==> config.mk <==
export PLATFORM = sky130hd
export DESIGN_NAME = util_axis_1553_rx_sequencer
export DESIGN_NICKNAME = d
export VERILOG_FILES = /design/src/rtl/util_axis_1553_rx_sequencer.sv
export SDC_FILE = /design/constraint.sdc
export NUM_CORES = 1
export LEC_CHECK = 0
export CORE_MARGIN = 5
export CORE_UTILIZATION = 35
export DETAILED_ROUTE_END_ITERATION = 7
export GPL_TIMING_DRIVEN = 0
export SYNTH_ARGS = -nofsm -noshare
export SYNTH_HDL_FRONTEND = slang
export SYNTH_SLANG_ARGS = --single-unit
==> constraint.sdc <==
create_clock -name aclk -period 4.95 [get_ports aclk]
set_clock_uncertainty 0.1 [all_clocks]
set_input_delay 0.99 -clock aclk [delete_from_list [all_inputs] [get_ports aclk]]
set_output_delay 0.99 -clock aclk [all_outputs]
set_load 0.1 [all_outputs]
==> src/rtl/util_axis_1553_rx_sequencer.sv <==
// 1553 remote-terminal receive sequencer: filters commands by RT address, frames
// each accepted message into one AXIS packet and terminates malformed ones.
module util_axis_1553_rx_sequencer #(
  parameter int unsigned clock_speed    = 100000000,
  parameter int unsigned rt_address     = 1,
  parameter int unsigned broadcast_en   = 1,
  parameter int unsigned gap_timeout_us = 4
) (
  input  logic        aclk,
  input  logic        arstn,
  input  logic [15:0] s_axis_tdata,
  input  logic        s_axis_tvalid,
  input  logic [7:0]  s_axis_tuser,
  output logic        s_axis_tready,
  output logic [15:0] m_axis_tdata,
  output logic        m_axis_tvalid,
  output logic [7:0]  m_axis_tuser,
  output logic        m_axis_tlast,
  input  logic        m_axis_tready,
  output logic        msg_done,
  output logic        msg_error
);

  localparam int unsigned GAP_CYCLES_RAW = (clock_speed / 1000000) * gap_timeout_us;
  localparam int unsigned GAP_CYCLES     = (GAP_CYCLES_RAW == 0) ? 1 : GAP_CYCLES_RAW;
  localparam int unsigned GAP_W          = $clog2(GAP_CYCLES + 1);
  localparam int unsigned CNT_W          = 6;
  localparam int unsigned DATA_W         = 16;
  localparam int unsigned USER_W         = 8;

  localparam logic [1:0] SYNC_CMD  = 2'b01;
  localparam logic [1:0] SYNC_DATA = 2'b10;

  localparam logic [2:0] ERR_PARITY  = 3'd1;
  localparam logic [2:0] ERR_SYNC    = 3'd2;
  localparam logic [2:0] ERR_TIMEOUT = 3'd3;

  localparam logic [USER_W-1:0] USER_DATA  = 8'h00;
  localparam logic [USER_W-1:0] USER_RXCMD = 8'h40;
  localparam logic [USER_W-1:0] USER_TXCMD = 8'h80;

  typedef enum logic [1:0] {
    ST_IDLE    = 2'd0,
    ST_RX_DATA = 2'd1,
    ST_ERR     = 2'd2
  } state_e;

  state_e              state_q, state_d;
  logic [CNT_W-1:0]    cnt_q, cnt_d;
  logic [GAP_W-1:0]    gap_q, gap_d;
  logic [2:0]          err_q, err_d;
  logic [DATA_W-1:0]   m_tdata_q, m_tdata_d;
  logic [USER_W-1:0]   m_tuser_q, m_tuser_d;
  logic                m_tlast_q, m_tlast_d;
  logic                m_tvalid_q, m_tvalid_d;
  logic                msg_done_q, msg_done_d;
  logic                msg_error_q, msg_error_d;
  logic                rdy_en_q;

  logic                loadable_c;
  logic                s_ready_c;
  logic                accept_c;
  logic [1:0]          w_sync_c;
  logic                w_par_c;
  logic [4:0]          w_addr_c;
  logic                w_tr_c;
  logic [4:0]          w_wc_c;
  logic                addr_match_c;
  logic [GAP_W-1:0]    gap_inc_c;
  logic                unused_bits;

  // Word field decode; subaddress and tuser[7:3] are not needed for framing.
  assign w_sync_c     = s_axis_tuser[1:0];
  assign w_par_c      = s_axis_tuser[2];
  assign w_addr_c     = s_axis_tdata[15:11];
  assign w_tr_c       = s_axis_tdata[10];
  assign w_wc_c       = s_axis_tdata[4:0];
  assign unused_bits  = ^{s_axis_tuser[7:3], s_axis_tdata[9:5]};
  assign addr_match_c = (w_addr_c == 5'(rt_address)) ||
                        ((broadcast_en != 0) && (w_addr_c == 5'd31));

  // rdy_en_q keeps tready low while in reset so every output reads 0 there.
  assign loadable_c    = !m_tvalid_q || m_axis_tready;
  assign s_ready_c     = rdy_en_q && (state_q != ST_ERR) && loadable_c;
  assign accept_c      = s_axis_tvalid && s_ready_c;
  assign gap_inc_c     = gap_q + GAP_W'(1);
  assign s_axis_tready = s_ready_c;

  assign m_axis_tdata  = m_tdata_q;
  assign m_axis_tvalid = m_tvalid_q;
  assign m_axis_tuser  = m_tuser_q;
  assign m_axis_tlast  = m_tlast_q;
  assign msg_done      = msg_done_q;
  assign msg_error     = msg_error_q;

  // Next-state and output-register load logic.
  always_comb begin
    state_d     = state_q;
    cnt_d       = cnt_q;
    gap_d       = gap_q;
    err_d       = err_q;
    m_tdata_d   = m_tdata_q;
    m_tuser_d   = m_tuser_q;
    m_tlast_d   = m_tlast_q;
    m_tvalid_d  = m_tvalid_q && !m_axis_tready;
    msg_done_d  = 1'b0;
    msg_error_d = 1'b0;

    case (state_q)
      ST_IDLE: begin
        if (accept_c && !w_par_c && (w_sync_c == SYNC_CMD) && addr_match_c) begin
          m_tvalid_d = 1'b1;
          m_tdata_d  = s_axis_tdata;
          if (w_tr_c) begin
            m_tuser_d  = USER_TXCMD;
            m_tlast_d  = 1'b1;
            msg_done_d = 1'b1;
          end else begin
            m_tuser_d = USER_RXCMD;
            m_tlast_d = 1'b0;
            cnt_d     = (w_wc_c == 5'd0) ? CNT_W'(32) : CNT_W'(w_wc_c);
            gap_d     = '0;
            state_d   = ST_RX_DATA;
          end
        end
      end

      ST_RX_DATA: begin
        if (accept_c) begin
          gap_d = '0;
          if (w_par_c) begin
            err_d   = ERR_PARITY;
            state_d = ST_ERR;
          end else if (w_sync_c == SYNC_DATA) begin
            m_tvalid_d = 1'b1;
            m_tdata_d  = s_axis_tdata;
            m_tuser_d  = USER_DATA;
            cnt_d      = cnt_q - CNT_W'(1);
            if (cnt_q == CNT_W'(1)) begin
              m_tlast_d  = 1'b1;
              msg_done_d = 1'b1;
              state_d    = ST_IDLE;
            end else begin
              m_tlast_d = 1'b0;
            end
          end else begin
            err_d   = ERR_SYNC;
            state_d = ST_ERR;
          end
        end else if (!s_axis_tvalid) begin
          // Only source idleness advances the timer; backpressure holds it.
          gap_d = gap_inc_c;
          if (gap_inc_c == GAP_W'(GAP_CYCLES)) begin
            err_d   = ERR_TIMEOUT;
            state_d = ST_ERR;
          end
        end
      end

      ST_ERR: begin
        if (loadable_c) begin
          m_tvalid_d  = 1'b1;
          m_tdata_d   = '0;
          m_tuser_d   = {2'b11, 3'b000, err_q};
          m_tlast_d   = 1'b1;
          msg_error_d = 1'b1;
          state_d     = ST_IDLE;
        end
      end

      default: begin
        state_d = ST_IDLE;
      end
    endcase
  end

  // State and output registers.
  always_ff @(posedge aclk or negedge arstn) begin
    if (!arstn) begin
      state_q     <= ST_IDLE;
      cnt_q       <= '0;
      gap_q       <= '0;
      err_q       <= '0;
      m_tdata_q   <= '0;
      m_tuser_q   <= '0;
      m_tlast_q   <= 1'b0;
      m_tvalid_q  <= 1'b0;
      msg_done_q  <= 1'b0;
      msg_error_q <= 1'b0;
      rdy_en_q    <= 1'b0;
    end else begin
      state_q     <= state_d;
      cnt_q       <= cnt_d;
      gap_q       <= gap_d;
      err_q       <= err_d;
      m_tdata_q   <= m_tdata_d;
      m_tuser_q   <= m_tuser_d;
      m_tlast_q   <= m_tlast_d;
      m_tvalid_q  <= m_tvalid_d;
      msg_done_q  <= msg_done_d;
      msg_error_q <= msg_error_d;
      rdy_en_q    <= 1'b1;
    end
  end

endmodule

==> impl_metrics.json, run 1 <==
{
  "grt_max_degree": 29,
  "fmax_ghz": 0.231,
  "syn_inst": 252,
  "num_vias": 2027,
  "synth_cell_type_count": 50,
  "switching_power_mw": 1.19,
  "netlist_area_sq_mm": 0.00259,
  "path_depth": 5,
  "synth_common_cells": "dfrtp_1, nand2_1, a21oi_1, mux2_4, nor2b_1",
  "ys_ff_latch": 44,
  "die_x_um": 96,
  "rows": 31,
  "synthToLayoutAreaGrowth_pct": 28.5,
  "hp-class": "reg2reg",
  "comb_power_share_pct": 62.1,
  "slowest_stage": "clkdlybuf4s50_1",
  "die_y_um": 96,
  "grtUsageTotal_pct": 13.5,
  "clock_sinks": 44,
  "multi_input_area_sq_mm": 0.00138,
  "cts-root-buf": "clkbuf_8",
  "wl_per_cell_um": 14.2,
  "grt_setup_unrepaired": "false",
  "place_congestion": 0.799,
  "via_per_inst": 4.94,
  "core_sq_mm": 0.00721,
  "r2r_cells": 9,
  "initial_core_util_pct": 35.9,
  "regArea_sq_mm": 0.00110,
  "placed_area_sq_mm": 0.00321,
  "min_period_over_period_pct": 87.5,
  "ir_drop_v": 0.000190,
  "path_clk_slew_ns": 0.09,
  "cp.required_ns": 3.86,
  "worst_slew_pin_slew_ns": 0.979,
  "utilization_pct": 46.1,
  "slew_headroom_pct": 34.5,
  "post_cts.repair.setup_buffers": 0,
  "drc": 0,
  "grt_pass1_vias": 2040,
  "synth_edf_count": 0,
  "arrival_ns": 3.24,
  "synth_area_leader_cell": "dfrtp_1",
  "die_area_sq_mm": 0.00922,
  "crit_buf_inv": 3,
  "drt_wl_total_um": 5810,
  "dr.pass1.iters": 4,
  "n_antenna_cell": 0,
  "leakage_nw": 1.45,
  "setup_violations": 0,
  "numCtsBuffers": 5,
  "final_area_sq_mm": 0.00333,
  "drt.antenna.violating_nets": 0,
  "dp_hpwl_um": 4370,
  "postCtsHoldBufs": 0,
  "synthFlopType": "dfrtp_1",
  "cts.repair.resized": 0,
  "io_pins": 57,
  "fin_setup_tns_ns": 0,
  "crit_family": "buffers and inverters",
  "n_fill_cell": 709,
  "dp.cells": 402,
  "p_sw_share_pct": 51.9,
  "hold_depth": 1,
  "nets": 346,
  "p_seq_share_pct": 25.4,
  "crit_top_cell": "clkdlybuf4s50_1",
  "drive_gt1_share_pct": 14.5,
  "drt_iter0_drc": 69,
  "synth_top_area_share_pct": 42.5,
  "async_reset_ff_share_pct": 100,
  "fin_crit_ns": 4.33,
  "grt_first_pass_wirelength_um": 9760,
  "instances_no_fill": 410,
  "cp_slowest_stage_delay_ns": 1.17,
  "seq_area_frac_synth_pct": 42.5,
  "yosysMostFrequentCell": "dfrtp_1",
  "internal-power_mw": 1.10,
  "crit_chain": "clkdlybuf4s50_1, nand2b_1, nand3_1, inv_1, clkdlybuf4s50_1",
  "cts_tree": "yes",
  "clkLatencyLatePin_ns": 0.30,
  "status": "complete, no violations",
  "finalMaxSlewViolations": 0,
  "critPathLaunchType": "input pin",
  "crit_type": "in2out",
  "port_buffers": 47,
  "antenna_found_initial": 0,
  "syn_avg_cell_area_sq_um": 10.3,
  "cp_max_fo": 6,
  "finalPower_mw": 2.29,
  "yosys_warnings": 0,
  "cts_max_path_buffers": 2,
  "power.density_mw_per_mm2": 687,
  "h-tree-depth": 2,
  "ys_top_cells_by_area": "dfrtp_1, mux2_4, ha_1",
  "cp-end-kind": "output port",
  "p_clk_share_pct": 12.5,
  "maxCapViolCount": 0,
  "grt_overflow": 0,
  "hold_viol": 0
}
==> cell families (layout without fill, tap and decap cells) <==
| family | after synthesis | count (layout) | share of synthesized area (%) |
|---|---|---|---|
| and+or+nand+nor | 87 | 87 | 18.6 |
| AOI/OAI and AO/OA | 58 | 58 | 15.6 |
| other | 2 | 5 | 0.290 |
| DFF | 44 | 44 | 42.5 |
| muxes | 24 | 24 | 12.8 |
| adders and majority gates | 8 | 8 | 3.87 |
| xor gates and xnor gates | 5 | 5 | 1.69 |
| buffers and inverters | 24 | 80 | 4.64 |
==> metrics by stage <==
| step | hold WS (ns) | setup WS [ns] |
|---|---|---|
| finish | 0.415 | 0.619 |
| global route | 0.441 | 0.528 |
| CTS | 0.421 | 0.609 |
| detailed placement | 0.398 | 0.625 |
| global placement | 0.391 | 0.633 |
| floorplan | 0.386 | 1.89 |
==> worst reg2reg max path, delay by kind of cell, from the launching register on <==
family	cells	cell delay, ns
multiplexers	1	0.31
flip-flops	1	0.40
adder cells (fa/ha/maj)	1	0.27
AND/OR/NAND/NOR	5	1.18
buffers and inverters	2	0.30
==> area by class of cell <==
cell class              count  share of cell area (%)
flip-flops and latches     44                    33.1
repair buffers             48                    14.6
clock buffers               5                    2.07
well taps                  99                    3.72
plain buffers              13                    2.37
multi-input cells         187                    41.5
clock inverters             3                    1.43
inverters                  11                    1.24
==> layer usage <==
layer / part of all wire [%] / wire (um) / global-route usage [%] / vias to the layer above
met4: 1.2 / 71 / 4.62 / 0
met3: 4.9 / 287 / 2.81 / 7
met5: 0 / 0 / 0 / -
met1: 46 / 2690 / 17.4 / 985
li1: - / - / - / 999
met2: 48 / 2760 / 22.5 / 36
==> power groups by stage <==
stage	Combinational [mW]	Clock, mW	Sequential, mW
2_1_floorplan	0.490	0	1.22
5_1_grt	1.49	0.312	0.599
6_report	1.42	0.286	0.580
4_1_cts	1.43	0.297	0.582
3_3_place_gp	1.42	0	0.585
3_5_place_dp	1.43	0	0.589
==> flip-flops by register name, indices dropped and copies added, names as in the netlist, 2 cells and up <==
signal        cells
err_q             2
state_q           2
cnt_q             6
gap_q             9
m_axis_tdata     16
m_axis_tuser      4
==> cells in the final DEF, fill, tap and decap left out, drive strengths merged, types with 4 or more instances in the layout <==
cell / netlist / layout
nor2b: 16 / 16
nor2: 14 / 14
inv: 11 / 11
mux2i: 5 / 5
nand3: 10 / 10
mux2: 19 / 19
conb: 2 / 5
clkdlybuf4s50: 0 / 46
dfrtp: 44 / 44
clkbuf: 6 / 11
and3: 5 / 5
nand2b: 7 / 7
a21oi: 19 / 19
o21ai: 8 / 8
nor3: 4 / 4
ha: 8 / 8
buf: 7 / 9
nand2: 20 / 20
a31oi: 7 / 7
o22ai: 4 / 4
==> path summary, 6_finish.rpt <==
kind / from / endpoint / slack, ns
min in group asynchronous: arstn / cnt_q[1] / 0.53
hold / removal: m_axis_tdata[15] / m_axis_tdata[15] / 0.42
setup reg to reg: state_q[0] / m_axis_tdata[3] / 2.30
hold reg to reg: m_axis_tdata[15] / m_axis_tdata[15] / 0.42
max in group asynchronous: arstn / state_q[0] / 3.73
setup / recovery: m_axis_tready / s_axis_tready / 0.62
(Power assumes the default switching activity.)
==> run 2: changes to the inputs <==
--- a/config.mk
+++ b/config.mk
@@ -7,6 +7,7 @@
 export LEC_CHECK = 0
 export CORE_MARGIN = 5
 export CORE_UTILIZATION = 35
+export CTS_CLUSTER_DIAMETER = 100
 export DETAILED_ROUTE_END_ITERATION = 7
 export GPL_TIMING_DRIVEN = 0
 export SYNTH_ARGS = -nofsm -noshare
==> results of run 2 <==
Same layout as run 1: the final DEF is identical, and so are final timing and power.
==> run 3: changes to the inputs <==
--- a/config.mk
+++ b/config.mk
@@ -10,6 +10,8 @@
 export CTS_CLUSTER_DIAMETER = 100
 export DETAILED_ROUTE_END_ITERATION = 7
 export GPL_TIMING_DRIVEN = 0
+export RECOVER_POWER = 25
+export SLEW_MARGIN = 10
 export SYNTH_ARGS = -nofsm -noshare
 export SYNTH_HDL_FRONTEND = slang
 export SYNTH_SLANG_ARGS = --single-unit
==> constraint.sdc (replaced) <==
create_clock -name aclk -period 4.3 [get_ports aclk]
set_clock_uncertainty 0.1 [all_clocks]
set_input_delay 0.86 -clock aclk [delete_from_list [all_inputs] [get_ports aclk]]
set_output_delay 0.86 -clock aclk [all_outputs]
set_load 0.1 [all_outputs]
==> run 3 against run 2 <==
The run now ends with capacitance limit, slew limit left. Worst hold slack stayed put. Clock power increased by 15%. First-iteration DRC count did not move. Clock-buffer cell count unchanged. Register-to-register slack worse by 0.65 ns. Flip-flop and latch count is the same. Routed wire length up 0.12%. Critical path depth did not move.
==> impl_metrics.json, run 3 (synthesized netlist as in run 1, its figures left out) <==
{
  "violations": "capacitance limit, slew limit",
  "grt_setup_unrepaired": "false",
  "place_congestion": 0.799,
  "die_area_sq_mm": 0.00922,
  "slowest_stage": "clkdlybuf4s50_1",
  "wl_per_cell_um": 14.2,
  "path_clk_slew_ns": 0.09,
  "fmax_ghz": 0.246,
  "h-tree-depth": 2,
  "whs_ns": 0.415,
  "power.density_mw_per_mm2": 795,
  "cp.required_ns": 3.34,
  "cts.repair.resized": 0,
  "met2_usage_pct": 22.5,
  "initial_core_util_pct": 35.9,
  "postCtsHoldBufs": 0,
  "io_pins": 57,
  "clock_sinks": 44,
  "slew_headroom_pct": -0.912,
  "crit_type": "in2out",
  "utilization_pct": 45.9,
  "fin_crit_ns": 4.07,
  "whs_endpoint": "m_axis_tdata[15]",
  "rr_startpoint": "state_q[0]",
  "post_cts.repair.setup_buffers": 0,
  "die_y_um": 96,
  "n_fill_cell": 713,
  "n_antenna_cell": 0,
  "rows": 31,
  "numCtsBuffers": 5,
  "cp-end-kind": "output port",
  "hp-class": "reg2reg",
  "critPathLaunchType": "input pin",
  "port_buffers": 47,
  "cp_slowest_stage_delay_ns": 1.17,
  "r2r_end": "m_axis_tdata[3]",
  "drt.antenna.violating_nets": 0,
  "ir_drop_v": 0.000219,
  "maxCapViolCount": 1,
  "busiest_layer": "met2",
  "status": "finished with violations",
  "hold_depth": 1,
  "core_sq_mm": 0.00721,
  "hp-start": "m_axis_tdata[15]",
  "crit_chain": "clkdlybuf4s50_1, nand2b_1, nand3_1, inv_1, clkdlybuf4s50_1",
  "num_vias": 2027,
  "nets": 346,
  "regArea_sq_mm": 0.00110,
  "min_period_over_period_pct": 94.7,
  "cts_tree": "yes",
  "hold_viol": 0,
  "finalMaxSlewViolations": 29,
  "mostFrequentLayoutCell": "clkdlybuf4s50_1",
  "dr.pass1.iters": 4,
  "drt_iter0_drc": 69,
  "cts_max_path_buffers": 2,
  "grt_pass1_vias": 2040,
  "grtUsageTotal_pct": 13.5,
  "globalRouteMet3Util_pct": 2.81,
  "arrival_ns": 3.11,
  "worst_slew_pin_slew_ns": 1.51,
  "r2r_slack_ns": 1.65,
  "drt_wl_total_um": 5820,
  "clkLatencyLatePin_ns": 0.30,
  "grt_use_met1_pct": 17.4,
  "grt_first_pass_wirelength_um": 9760,
  "r2r_cells": 9,
  "fin_setup_tns_ns": 0,
  "crit_top_cell": "clkdlybuf4s50_1",
  "grt_max_degree": 29,
  "drive_gt1_share_pct": 13.8,
  "die_x_um": 96,
  "cp_max_fo": 6,
  "finalPower_mw": 2.63,
  "leakage_nw": 1.44,
  "multi_input_area_sq_mm": 0.00138,
  "antenna_found_initial": 0,
  "final_cell_mix": "clkdlybuf4s50_1, dfrtp_1, nand2_1, a21oi_1, mux2_4",
  "largest_reg_flops": 16,
  "synthToLayoutAreaGrowth_pct": 27.8,
  "cts-root-buf": "clkbuf_8",
  "drc": 0,
  "setup_violations": 0,
  "dp_hpwl_um": 4370,
  "grt_overflow": 0,
  "via_per_inst": 4.94
}
[run 3: cell count changes in the layout (fill, tap and decap cells not counted), sizes merged]
cell,delta
buf,-2
clkbuf,+2
[run 3: power by group]
group | switching, mW | internal (mW)
logic | 1.11 | 0.524
registers | 0.103 | 0.564
clock network | 0.154 | 0.175
[run 3: critical path: cells and delay by family]
| family | cells | cell delay (ns) |
|---|---|---|
| AND/OR/NAND/NOR | 2 | 0.37 |
| buffers and inverters | 3 | 1.87 |
[run 3: how the worst max path moves through the flow]
stage / startpoint / endpoint / slack [ns]
2_1_floorplan: m_axis_tvalid / s_axis_tready / 1.48
3_3_place_gp: m_axis_tready / s_axis_tready / 0.24
3_5_place_dp: m_axis_tready / s_axis_tready / 0.23
4_1_cts: m_axis_tready / s_axis_tready / 0.22
5_1_grt: m_axis_tready / s_axis_tready / 0.14
6_report: m_axis_tready / s_axis_tready / 0.23
[run 3: cell type report]
cell class                      count  area share (%)
Sequential cell                    44            33.3
Timing Repair Buffer               48            14.1
Multi-Input combinational cell    187            41.7
Tap cell                           99            3.74
Buffer                             13            2.38
Clock inverter                      3            1.44
Inverter                           11            1.25
Clock buffer                        5            2.08
[run 3: layer usage]
| layer | vias up | wire (um) |
|---|---|---|
| li1 | 999 | - |
| met1 | 985 | 2700 |
| met2 | 36 | 2760 |
| met3 | 7 | 287 |
| met4 | 0 | 71 |
| met5 | - | 0 |
[run 3: metrics by stage]
| stage | instances | setup WS, ns | cell area (sq um) |
|---|---|---|---|
| final | 410 | 0.229 | 3310 |
| after global routing | 410 | 0.138 | 3310 |
| after CTS | 410 | 0.219 | 3330 |
| after detailed placement | 402 | 0.235 | 3210 |
| after global placement | 401 | 0.243 | 3190 |
| after floorplan | 255 | 1.48 | 2600 |
